`config.mk`:
```
export PLATFORM = sky130hd
export DESIGN_NAME = fifo_wr_arbiter
export DESIGN_NICKNAME = d
export VERILOG_FILES = /design/src/rtl/fifo_wr_arbiter.sv
export SDC_FILE = /design/constraint.sdc
export NUM_CORES = 1
export LEC_CHECK = 0
export BUFFER_PORTS_ARGS = -buffer_cell sky130_fd_sc_hd__buf_2
export CAP_MARGIN = 25
export CORE_ASPECT_RATIO = 1.5
export CORE_UTILIZATION = 42
export DETAILED_ROUTE_END_ITERATION = 12
export HOLD_SLACK_MARGIN = 0.03
export MAX_ROUTING_LAYER = met4
export PLACE_DENSITY = 0.79
export SETUP_SLACK_MARGIN = 0.4
export SYNTH_ARGS = -nofsm -noshare
export SYNTH_HDL_FRONTEND = slang
export SYNTH_SLANG_ARGS = --single-unit
```
`constraint.sdc`:
```
create_clock -name clk -period 2 [get_ports clk]
set_input_delay 0.5 -clock clk [delete_from_list [all_inputs] [get_ports clk]]
set_output_delay 0.5 -clock clk [all_outputs]
set_load 0.005 [all_outputs]
```
`src/rtl/fifo_wr_arbiter.sv`:
```
// fifo_wr_arbiter
// Round-robin write arbiter sharing one synchronous FIFO write port among NREQ
// ready/valid producers. One requester at a time owns the port for a burst.
// A burst ends on that requester's last beat or after MAX_BURST accepted beats.
// fifo_full is the only back-pressure source.
//
// Ports:
//   clk, rst       single rising-edge clock, synchronous active-high reset
//   req_valid      per-requester beat valid
//   req_data       per-requester data, requester i at [i*DATA_WIDTH +: DATA_WIDTH]
//   req_last       per-requester final-beat marker
//   req_ready      per-requester accept; only the grantee can be ready
//   fifo_full      FIFO full flag
//   fifo_wr_en     FIFO write strobe (combinational with the producer handshake)
//   fifo_wr_data   FIFO write data (grantee's data slice)
//   gnt_valid      a burst grant is active
//   gnt_id         index of the granted requester, 0 when no grant is active
module fifo_wr_arbiter #(
  parameter int unsigned DATA_WIDTH = 8,
  parameter int unsigned NREQ       = 4,
  parameter int unsigned MAX_BURST  = 16
) (
  input  logic                         clk,
  input  logic                         rst,
  input  logic [NREQ-1:0]              req_valid,
  input  logic [NREQ*DATA_WIDTH-1:0]   req_data,
  input  logic [NREQ-1:0]              req_last,
  output logic [NREQ-1:0]              req_ready,
  input  logic                         fifo_full,
  output logic                         fifo_wr_en,
  output logic [DATA_WIDTH-1:0]        fifo_wr_data,
  output logic                         gnt_valid,
  output logic [$clog2(NREQ)-1:0]      gnt_id
);

  localparam int unsigned IdW    = $clog2(NREQ);
  localparam int unsigned IdExtW = IdW + 1;
  localparam int unsigned CntW   = $clog2(MAX_BURST + 1);

  // beat_cnt value at which the next accepted beat is the MAX_BURST-th one.
  localparam logic [CntW-1:0] LastBeatCnt = CntW'(MAX_BURST - 1);
  localparam logic [IdW-1:0]  LastId      = IdW'(NREQ - 1);

  typedef enum logic {
    StIdle,
    StBurst
  } state_e;

  state_e          state_q;
  logic [IdW-1:0]  gnt_id_q;
  logic [IdW-1:0]  rr_ptr_q;
  logic [CntW-1:0] beat_cnt_q;

  logic            sel_found;
  logic [IdW-1:0]  sel_id;
  logic [IdExtW-1:0] cand;

  logic            in_burst;
  logic            grantee_valid;
  logic            grantee_last;
  logic            beat_acc;
  logic            burst_done;

  // Round-robin search: first valid requester at or above rr_ptr, wrapping
  // modulo NREQ. The extra bit on cand keeps the wrap correct for NREQ that
  // is not a power of two.
  always_comb begin
    sel_found = 1'b0;
    sel_id    = '0;
    cand      = '0;
    for (int i = 0; i < int'(NREQ); i++) begin
      cand = {1'b0, rr_ptr_q} + IdExtW'(i);
      if (cand >= IdExtW'(NREQ)) begin
        cand = cand - IdExtW'(NREQ);
      end
      if (!sel_found && req_valid[cand[IdW-1:0]]) begin
        sel_found = 1'b1;
        sel_id    = cand[IdW-1:0];
      end
    end
  end

  // Reset masks the handshake outputs immediately, so a mid-burst reset
  // never produces a write in the reset cycle.
  assign in_burst      = (state_q == StBurst) && !rst;
  assign grantee_valid = req_valid[gnt_id_q];
  assign grantee_last  = req_last[gnt_id_q];
  assign beat_acc      = in_burst && grantee_valid && !fifo_full;
  assign burst_done    = beat_acc && (grantee_last || (beat_cnt_q == LastBeatCnt));

  assign gnt_valid  = in_burst;
  assign gnt_id     = gnt_id_q;
  assign fifo_wr_en = beat_acc;

  always_comb begin
    fifo_wr_data = '0;
    for (int i = 0; i < int'(NREQ); i++) begin
      if (gnt_id_q == IdW'(i)) begin
        fifo_wr_data = req_data[i*DATA_WIDTH +: DATA_WIDTH];
      end
    end
  end

  // Only the grantee sees ready, and only while the FIFO has room.
  always_comb begin
    req_ready = '0;
    if (in_burst) begin
      req_ready[gnt_id_q] = !fifo_full;
    end
  end

  always_ff @(posedge clk) begin
    if (rst) begin
      state_q    <= StIdle;
      gnt_id_q   <= '0;
      rr_ptr_q   <= '0;
      beat_cnt_q <= '0;
    end else begin
      unique case (state_q)
        StIdle: begin
          if (sel_found) begin
            gnt_id_q   <= sel_id;
            beat_cnt_q <= '0;
            state_q    <= StBurst;
          end
        end
        StBurst: begin
          if (beat_acc) begin
            beat_cnt_q <= beat_cnt_q + CntW'(1);
          end
          if (burst_done) begin
            state_q  <= StIdle;
            gnt_id_q <= '0;
            rr_ptr_q <= (gnt_id_q == LastId) ? '0 : gnt_id_q + IdW'(1);
          end
        end
        default: begin
          state_q <= StIdle;
        end
      endcase
    end
  end

endmodule

```
==> results of run 1 <==
==> cell families (layout without fill, tap and decap cells) <==
logic type / after synthesis / in the layout / share of synthesized area
and+or+nand+nor: 50 / 50 / 0.290
AOI/OAI and AO/OA: 42 / 42 / 0.266
buffers and inverters: 16 / 101 / 0.0659
DFF: 10 / 10 / 0.215
adders and majority gates: 6 / 6 / 0.0806
muxes: 5 / 5 / 0.0820
==> synthesized netlist by cell type, drive strengths merged <==
library cell  instances
nand4                 1
nand2b                2
nor2b                 1
nand3b                8
a21oi                21
a31o                  1
ha                    6
a311oi                1
buf                   1
o211ai                2
or4                   1
nand2                18
mux4                  2
nor2                  4
clkbuf                6
a221oi                2
a31oi                 1
or3                   1
and3                  2
and2                  4
o21ai                11
o31ai                 1
nand3                 5
nor3b                 1
dfxtp                10
nor3                  1
mux2                  1
mux2i                 2
inv                   9
nor4                  1
o211a                 1
o2bb2ai               1
==> per-stage QoR <==
step	instance area [um^2]	hold WS, ns	total power, mW	setup WS, ns	utilization
finish	1730	0.503	0.710	-0.212	0.842
global route	1730	0.508	0.745	-0.269	0.842
CTS	1560	0.478	0.662	-0.0339	0.759
detailed placement	1280	0.467	0.422	0.0699	0.624
global placement	1280	0.471	0.417	0.111	0.624
floorplan	1020	0.445	0.337	0.320	-
==> worst min-delay path, stage by stage (launching register included) <==
cell and delay (ns):
dfxtp_1 0.33, nand3_2 0.08, a21oi_2 0.05
==> layout make-up <==
| type | count | area share |
|---|---|---|
| Tap cell | 22 | 0.0159 |
| Timing Repair Buffer | 88 | 0.335 |
| Multi-Input combinational cell | 103 | 0.482 |
| Sequential cell | 10 | 0.122 |
| Clock buffer | 4 | 0.0210 |
| Inverter | 9 | 0.0239 |
==> sequential cells by signal, indices dropped and copies added, names as in the netlist <==
name	flops
rr_ptr_q	2
beat_cnt_q	5
gnt_id	2
state_q	1
==> worst max path at each step <==
stage                            start              end  slack, ns  cells after the start
after floorplan              gnt_id[1]  fifo_wr_data[6]       0.32                      7
after global placement    req_valid[0]       fifo_wr_en       0.11                      5
after detailed placement     gnt_id[0]  fifo_wr_data[0]       0.07                      7
after CTS                    gnt_id[1]  fifo_wr_data[0]      -0.03                      7
after global routing         gnt_id[1]  fifo_wr_data[1]      -0.27                      8
final                        gnt_id[1]  fifo_wr_data[1]      -0.21                      8
==> routing by layer <==
metal,routed length [um],GRT usage
met5,0,-
met3,356,0.0558
met1,1350,0.228
met2,2050,0.553
met4,174,0.181
==> power groups by stage <==
stage | Combinational, mW | Sequential (mW) | Clock (mW)
floorplan | 0.121 | 0.216 | 0
global placement | 0.199 | 0.218 | 0
detailed placement | 0.204 | 0.218 | 0
CTS | 0.259 | 0.210 | 0.193
global route | 0.329 | 0.211 | 0.205
finish | 0.303 | 0.211 | 0.197
==> repair_timing <==
action | CTS | global route
resized for setup | 28 | 25
setup endpoints to repair | 18 | 21
cloned | 0 | 0
hold buffers | 0 | 0
buffers inserted | 17 | 10
pin swaps | 11 | 17
==> qor.csv, run 1 <==
stage;metric;value;unit
run_status;status;finished, violations left;
run_status;violations;negative setup slack;
finish;fillCellCount;118;
setup_path;reg2reg_from;gnt_id[0];
setup_path;arrival;1.71;ns
die;fp-row-count;20;
setup_path;end_kind;output pin;
yosys;ys_seq_elements;10;
finish;areaGrowthSynthToFinish;85.6;%
setup_path;critPathTopFamily;compound AO/OA/AOI/OAI gates;
placement;dpl.hpwl;2.14;mm
sta;drv_slew;0;
pwr;internal_power;0.475;mW
sta;finalSetupTns;-0.813;ns
global_routing;grt_max_degree;19;
sta;finalWorstSetupSlack;-0.212;ns
setup_path;cp_slowest_stage_delay;0.37;ns
sta;rsz0062_at_grt;yes;
pwr;swShare;0.332;
finish;layout_commonest_cell;buf_2;
yosys;synth_top_area_cell;dfxtp_1;
global_routing;grt_pass1_wl;4.69;mm
job;drv_cap;0;
routing;drt-initial-drc-count;40;
die;pin_count;59;
pwr;powerDensity;411;mW/mm^2
die;initial_utilization;0.454;
die;coreArea;0.00205;mm^2
hold_path;hp-start;beat_cnt_q[4];
global_routing;grt_antenna_before_repair;0;
sta;clock.fmax;452;MHz
yosys;syn-cell-area;931;um^2
sta;slew_headroom;0.743;
setup_path;crit_required;1.50;ns
yosys;synthTopCellsByArea;dfxtp_1, a21oi_1, ha_1;
setup_path;crit_chain;inv_4 -> ha_4 -> buf_6 -> nand3b_1 -> a21oi_1 -> a21oi_1 -> o21ai_1 -> buf_2;
clocking;cts_tree;built;
placement;dp.cells;205;
finish;nets;264;
clocking;clk_pin_slew;0.07;ns
setup_path;cpMostUsedCell;a21oi_1;
finish;n_antenna_cell;0;
pwr;pwr-share-comb;0.426;
sta;min_period_over_period;1.11;
clocking;clock_path_buffers;2;
routing;drc;0;
setup_path;critPathBufInv;3;
die;die-height;59.7;um
global_routing;gr-total-overflow;0;
yosys;avgSynthCellArea;7.22;um^2
setup_path;r2r_slack;0.18;ns
setup_path;worstSetupPathType;reg -> out;
sta;worstMarginPinSlew;0.381;ns
setup_path;critPathLaunchType;register;
hold_path;whs_endpoint;beat_cnt_q[4];
finish;layout.area.seq;211;um^2
clocking;htree_levels;1;
yosys;netlist.area_leader.share;0.215;
finish;multiInputGateArea;832;um^2
routing;vias;1349;
routing;ant_nets;0;
clocking;clk_latency;0.28;ns
sta;hold_viol_final;0;
hold_path;holdPathStages;2;
setup_path;critPathSlowestCell;dfxtp_4;
yosys;yosys_warnings;0;
setup_path;cp_max_fo;6;
pwr;peakVddDrop;0.353;mV
yosys;synth_cell_types;34;
clocking;cts_sinks;10;
yosys;syn_inst;129;
pwr;p_leak;0.803;nW
routing;dr.pass1.iters;4;
placement;gp_congestion;0.841;
pwr;clock_power_share;0.277;
sta;finalClockSkew;0.000847;ns
clocking;cts_buffers;3;
sta;fin_crit;2.21;ns
global_routing;grt_pass1_vias;1214;
routing;wl;3.94;mm
pwr;pwr-share-seq;0.296;
sta;setup_viol;9;
clocking;cts_root_buf;clkbuf_4;
finish;final_cell_mix;buf_2, buf_4, nand2_1, buf_6, a21oi_1;
die;dieArea;0.00241;mm^2
setup_path;reg2reg_depth;6;
die;die_w;40.4;um
placement;io_buffers;58;
setup_path;rr_endpoint;rr_ptr_q[0];
yosys;synth_seq_area_share;0.215;
finish;drive_gt1_frac;0.603;
finish;fin_cells;236;
global_routing;grt.total_usage;0.293;
yosys;syn-num-nets;178;
hold_path;hold_class;reg -> reg;
routing;avgViaCountPerCell;5.72;
routing;wl_per_cell;16.7;um
pwr;switching_power;0.236;mW
(Power assumes the default switching activity.)
==> run 2, diff against run 1 <==
--- a/config.mk
+++ b/config.mk
@@ -7,12 +7,14 @@
 export LEC_CHECK = 0
 export BUFFER_PORTS_ARGS = -buffer_cell sky130_fd_sc_hd__buf_2
 export CAP_MARGIN = 25
+export CELL_PAD_IN_SITES_DETAIL_PLACEMENT = 0
+export CELL_PAD_IN_SITES_GLOBAL_PLACEMENT = 1
 export CORE_ASPECT_RATIO = 1.5
-export CORE_UTILIZATION = 42
+export CORE_UTILIZATION = 28
 export DETAILED_ROUTE_END_ITERATION = 12
 export HOLD_SLACK_MARGIN = 0.03
 export MAX_ROUTING_LAYER = met4
-export PLACE_DENSITY = 0.79
+export PLACE_DENSITY_LB_ADDON = 0.1
 export SETUP_SLACK_MARGIN = 0.4
 export SYNTH_ARGS = -nofsm -noshare
 export SYNTH_HDL_FRONTEND = slang
==> run 2 against run 1 <==
  * The run still ends with negative setup slack left
  * First-iteration DRC count shrank 65%
  * Sequential share of layout area shrank 0.23 points
  * Die area grew 48%
  * Sequential power is essentially flat
  * Critical path depth shrank 3
  * Clock-buffer cell count is the same
  * Power grew 1.6%
  * Worst hold slack lost 0.020 ns
  * Critical path type unchanged
  * Largest cell class unchanged
  * Largest power group unchanged
  * Highest routed layer unchanged
==> qor.csv, run 2 (synthesis gave the netlist of run 1 again) <==
stage;metric;value;unit;change
run_status;status;finished, violations left;;
run_status;violations;negative setup slack;;
setup_path;arrival;1.55;ns;-0.16 ns
pwr;p_total;0.722;mW;+1.6%
pwr;pwr-share-seq;0.292;;-0.004
setup_path;critPathLaunchType;register;;
clocking;htree_levels;1;;unchanged
sta;clock.fmax;488;MHz;+8.1%
finish;largest-register;beat_cnt_q;;
global_routing;grt_pass1_vias;1198;;-1.3%
placement;dpl.hpwl;2.41;mm;+13%
clocking;clk_latency;0.24;ns;-0.04 ns
sta;finalWorstSetupSlack;-0.0475;ns;+0.165 ns
die;coreArea;0.00316;mm^2;+54%
finish;n_antenna_cell;0;;unchanged
finish;areaGrowthSynthToFinish;89.1;%;
pwr;swShare;0.299;;-0.0327
placement;io_buffers;58;;unchanged
sta;finalSetupTns;-0.0475;ns;+0.765 ns
die;die-height;72.6;um;+22%
finish;fillCellCount;321;;+170%
routing;dr.pass1.iters;4;;unchanged
sta;worstMarginPinSlew;0.394;ns;+0.0132 ns
finish;nets;260;;-1.5%
sta;min_period_over_period;1.02;;-0.0825
pwr;peakVddDrop;0.354;mV;+0.11%
pwr;p_leak;0.797;nW;-0.73%
finish;final_util;0.557;;-0.285
pwr;internal_power;0.506;mW;+6.6%
routing;wl;3.37;mm;-14%
clocking;ctsHoldBuffers;0;;unchanged
routing;vias;1229;;-8.9%
global_routing;grt_antenna_before_repair;0;;unchanged
clocking;clk_pin_slew;0.05;ns;-0.02 ns
pwr;powerDensity;410;mW/mm^2;-0.25%
setup_path;r2r_slack;0.05;ns;-0.13 ns
routing;drt-initial-drc-count;14;;-65%
clocking;cts_tree;built;;
setup_path;crit_required;1.50;ns;about the same
pwr;switching_power;0.216;mW;-8.4%
global_routing;gr-total-overflow;0;;unchanged
pwr;pwr-share-comb;0.405;;-0.021
global_routing;grt.total_usage;0.196;;-0.0965
sta;hold_viol_final;0;;unchanged
sta;drv_slew;0;;unchanged
routing;avgViaCountPerCell;4.92;;-14%
sta;finalClockSkew;0.000639;ns;-0.000208 ns
finish;layout_commonest_cell;buf_2;;
placement;placed_area;0.00132;mm^2;+2.9%
die;dieArea;0.00356;mm^2;+48%
setup_path;end_kind;output pin;;
clocking;cts_sinks;10;;unchanged
placement;gp_congestion;0.790;;-6.0%
routing;ant_nets;0;;unchanged
sta;whs;0.482;ns;-0.0203 ns
pwr;clock_power_share;0.304;;+0.027
finish;final_cell_mix;buf_2, buf_6, nand2_1, a21oi_1, a21oi_2;;
sta;setup_viol;1;;-8
finish;stdcell_area;0.00176;mm^2;+1.9%
die;die_w;49.1;um;+21%
die;pin_count;59;;unchanged
routing;wl_per_cell;13.5;um;-19%
sta;slew_headroom;0.735;;-0.00888
global_routing;grt_pass1_wl;5.15;mm;+9.9%
setup_path;worstSetupPathType;reg -> out;;
hold_path;hold_class;reg -> reg;;
job;drv_cap;0;;unchanged
finish;drive_gt1_frac;0.586;;-0.0171
setup_path;cp_max_fo;5;;-1
die;initial_utilization;0.295;;-0.159
global_routing;grt_max_degree;18;;-1
routing;drc;0;;unchanged
sta;fin_crit;2.05;ns;-0.165 ns
clocking;cts_buffers;3;;unchanged
finish;multiInputGateArea;813;um^2;-2.3%
finish;layout.area.seq;211;um^2;unchanged
clocking;cts_root_buf;clkbuf_8;;
clocking;clock_path_buffers;2;;unchanged
sta;rsz0062_at_grt;yes;;
finish;largest_register_ffs;5;;unchanged
die;fp-row-count;25;;+25%
==> run 2: final timing paths <==
kind | startpoint | end | cells after the start
max reg2reg | gnt_id[0] | rr_ptr_q[1] | 8
min reg2reg | beat_cnt_q[2] | beat_cnt_q[2] | 1
min | beat_cnt_q[2] | beat_cnt_q[2] | 1
max | gnt_id[0] | fifo_wr_en | 5
==> run 2: critical path: stages (launching register included) <==
cell	delay [ns]
dfxtp_4	0.38
buf_6	0.12
mux4_2	0.55
nand2_4	0.12
inv_4	0.03
buf_6	0.10
==> run 2: power by group through the flow <==
| stage | clock network [mW] | logic [mW] | registers (mW) |
|---|---|---|---|
| global placement | 0 | 0.212 | 0.214 |
| global route | 0.231 | 0.320 | 0.211 |
| CTS | 0.224 | 0.257 | 0.210 |
| finish | 0.219 | 0.292 | 0.211 |
| floorplan | 0 | 0.121 | 0.216 |
| detailed placement | 0 | 0.214 | 0.215 |
==> run 2: per-layer routing <==
metal / vias to the layer above / global-route usage / wire (um) / share of wire
li1: 625 / - / - / -
met1: 544 / 0.171 / 1220 / 0.36
met2: 50 / 0.384 / 1880 / 0.56
met3: 10 / 0.0292 / 163 / 0.048
met4: 0 / 0.121 / 108 / 0.032
met5: - / - / 0 / 0
==> run 2: through the flow <==
step                cells  setup slack (ns)
floorplan             129             0.320
global placement      225            0.0910
detailed placement    225            0.0815
CTS                   240           -0.0117
global route          250           -0.0995
finish                250           -0.0475
==> run 2: repair_timing <==
| action | in CTS | in global routing |
|---|---|---|
| setup buffers | 11 | 9 |
| pin swaps | 12 | 9 |
| endpoints found under the setup margin | 21 | 23 |
| gates cloned | 0 | 1 |
| resized for setup | 29 | 27 |
==> run 2: area by class of cell <==
class                           instances  area share
Clock buffer                            4      0.0256
Inverter                                9      0.0220
Multi-Input combinational cell        103       0.462
Sequential cell                        10       0.120
Tap cell                               40      0.0284
Timing Repair Buffer                   84       0.342
==> run 3, diff against run 2 <==
--- a/config.mk
+++ b/config.mk
@@ -5,12 +5,13 @@
 export SDC_FILE = /design/constraint.sdc
 export NUM_CORES = 1
 export LEC_CHECK = 0
+export ABC_AREA = 1
 export BUFFER_PORTS_ARGS = -buffer_cell sky130_fd_sc_hd__buf_2
 export CAP_MARGIN = 25
 export CELL_PAD_IN_SITES_DETAIL_PLACEMENT = 0
 export CELL_PAD_IN_SITES_GLOBAL_PLACEMENT = 1
 export CORE_ASPECT_RATIO = 1.5
-export CORE_UTILIZATION = 28
+export CORE_UTILIZATION = 29
 export DETAILED_ROUTE_END_ITERATION = 12
 export HOLD_SLACK_MARGIN = 0.03
 export MAX_ROUTING_LAYER = met4
@@ -19,3 +20,4 @@
 export SYNTH_ARGS = -nofsm -noshare
 export SYNTH_HDL_FRONTEND = slang
 export SYNTH_SLANG_ARGS = --single-unit
+export TNS_END_PERCENT = 100
==> run 3 against run 2 <==
  * The flow still finishes with violations (negative setup slack)
  * Clock skew increased by 0.0025 ns
  * Combinational power up 50%
  * Worst hold slack got worse by 0.052 ns
  * Synthesized cell count is 40% higher
  * Area after synthesis grew 17%
  * Critical endpoint is now fifo_wr_data[6]
  * Highest routed layer unchanged
==> qor.csv, run 3 <==
stage;metric;value;unit;change
job;drv_cap;0;;unchanged
clocking;clk_pin_slew;0.05;ns;about the same
placement;place_ws;0.0815;ns;+0.0000188 ns
finish;areaGrowthSynthToFinish;72.6;%;
yosys;ys_top_cells_by_count;nand2_1, nor2_1, inv_1;;
yosys;synth_cell_types;25;;-26%
pwr;powerDensity;467;mW/mm^2;+14%
yosys;syn-num-nets;229;;+29%
yosys;ys_seq_elements;10;;unchanged
yosys;yosysMostFrequentCell;nand2_1;;
global_routing;grt_pass1_vias;1395;;+16%
yosys;synth_edf_count;0;;unchanged
sta;fin_crit;2.03;ns;-0.0195 ns
run_status;status;finished, violations left;;
clocking;ctsHoldBuffers;0;;unchanged
clocking;clk_latency;0.24;ns;about the same
routing;wl;3.79;mm;+12%
clocking;htree_levels;1;;unchanged
setup_path;crit_required;1.50;ns;about the same
sta;finalClockSkew;0.00309;ns;+0.00246 ns
global_routing;grt_antenna_before_repair;0;;unchanged
finish;final_cell_mix;buf_2, nand2_1, nor2_1, buf_4, inv_1;;
sta;hold_viol_final;0;;unchanged
clocking;cts_root_buf;clkbuf_8;;
global_routing;grt_pass1_wl;5.60;mm;+8.8%
placement;gp_congestion;0.777;;-1.7%
routing;wl_per_cell;12.6;um;-6.3%
pwr;peakVddDrop;0.445;mV;+26%
finish;largest-register;beat_cnt_q;;
die;pin_count;59;;unchanged
sta;finalWorstSetupSlack;-0.0280;ns;+0.0195 ns
clocking;clock_path_buffers;2;;unchanged
yosys;synth_seq_area_share;0.183;;-0.0316
setup_path;worstSetupPathType;reg -> out;;
global_routing;grt.total_usage;0.186;;-0.0102
die;dieArea;0.00402;mm^2;+13%
sta;finalSetupTns;-0.0280;ns;+0.0195 ns
routing;drc;0;;unchanged
finish;drive_gt1_frac;0.519;;-0.0663
setup_path;cp_max_fo;9;;+4
hold_path;hold_class;in -> reg;;
yosys;avgSynthCellArea;6.06;um^2;-16%
run_status;violations;negative setup slack;;
routing;dr.pass1.iters;4;;unchanged
clocking;cts_buffers;3;;unchanged
global_routing;gr-total-overflow;0;;unchanged
sta;slew_headroom;0.847;;+0.113
setup_path;critPathLaunchType;register;;
routing;drt-initial-drc-count;21;;+7
die;fp-row-count;26;;+4.0%
sta;setup_viol;1;;unchanged
global_routing;grt_max_degree;10;;-8
routing;vias;1492;;+21%
sta;rsz0062_at_grt;yes;;
pwr;p_total;0.879;mW;+22%
yosys;yosys_warnings;0;;unchanged
setup_path;arrival;1.53;ns;-0.02 ns
yosys;syn_inst;180;;+40%
sta;min_period_over_period;1.01;;-0.00973
clocking;cts_sinks;10;;unchanged
yosys;ys_async_sr_fraction;0;;unchanged
routing;ant_nets;0;;unchanged
placement;dpl.hpwl;2.74;mm;+14%
yosys;netlist.area_leader.share;0.183;;-0.0316
finish;n_antenna_cell;0;;unchanged
yosys;synth_top_area_cell;dfxtp_1;;
routing;avgViaCountPerCell;4.97;;+1.2%
yosys;synthTopCellsByArea;dfxtp_1, nand2_1, nor2_1;;
pwr;p_leak;0.888;nW;+11%
yosys;synth_flop_cell;dfxtp_1;;
placement;dp.cells;277;;+23%
die;coreArea;0.00351;mm^2;+11%
finish;fin_cells;300;;+20%
clocking;cts_tree;built;;
die;die-height;77.1;um;+6.2%
die;initial_utilization;0.311;;+0.0159
finish;layout_commonest_cell;buf_2;;
setup_path;end_kind;output pin;;
die;die_w;52.1;um;+6.1%
placement;io_buffers;58;;unchanged
finish;nets;308;;+18%
sta;drv_slew;0;;unchanged
sta;worstMarginPinSlew;0.229;ns;-0.165 ns
sta;whs;0.431;ns;-0.0517 ns
sta;clock.fmax;493;MHz;+0.96%
finish;largest_register_ffs;5;;unchanged
yosys;syn-cell-area;0.00109;mm^2;+17%
==> run 3: cells by family after synthesis <==
kind of cell             after synthesis  synth area share
adder cells (fa/ha/maj)                6            0.0688
AO/OA/AOI/OAI                         39             0.233
XOR/XNOR                               1           0.00803
AND/OR/NAND/NOR                       96             0.403
flip-flops                            10             0.183
buffers and inverters                 28             0.104
==> run 3: worst paths after layout <==
| path | startpoint | end | slack, ns | depth (start not counted) |
|---|---|---|---|---|
| worst max-delay path | gnt_id[1] | fifo_wr_data[6] | -0.03 | 6 |
| worst min-delay path | rst | gnt_id[1] | 0.43 | 2 |
| worst min register to register | beat_cnt_q[4] | beat_cnt_q[4] | 0.48 | 2 |
| worst max register to register | rr_ptr_q[0] | beat_cnt_q[3] | 0.53 | 11 |
==> run 3: area by class of cell <==
type | count | area [um^2]
tap | 42 | 52.6
sequential | 10 | 211
clock buffer | 3 | 41.3
fill | 349 | 1630
multi-input combinational | 142 | 956
inverter | 22 | 113
timing repair buffer | 80 | 505
clock inverter | 1 | 3.75
==> run 3: critical path, stage by stage (launching register included) <==
cell and delay [ns]:
dfxtp_4 0.38, inv_6 0.05, ha_4 0.16, buf_4 0.19
a221oi_4 0.31, o31ai_2 0.08, buf_2 0.12
==> run 3: routing by layer <==
metal / vias to the layer above / track usage / routed length, um
met5: - / - / 0
met4: 0 / 0.0811 / 99
met3: 11 / 0.0139 / 206
met2: 60 / 0.381 / 2080
met1: 662 / 0.155 / 1410
li1: 759 / - / -
==> run 3: repair_timing <==
| action | in CTS | in global routing |
|---|---|---|
| setup buffers | 12 | 6 |
| resized for setup | 24 | 26 |
| cloned | 1 | 0 |
| endpoints found under the setup margin | 13 | 20 |
| pin swaps | 13 | 15 |
==> run 3: report_power, final <==
part           leakage (nW)  switching, mW  internal (mW)
clock network        0.0231         0.0846          0.135
logic                 0.781          0.221          0.218
registers            0.0838         0.0126          0.208
total                 0.888          0.318          0.561
==> run 3: stage by stage <==
| step | utilization | area [um^2] |
|---|---|---|
| floorplan | - | 1170 |
| global placement | 0.422 | 1480 |
| detailed placement | 0.422 | 1480 |
| CTS | 0.494 | 1740 |
| global route | 0.536 | 1880 |
| finish | 0.536 | 1880 |
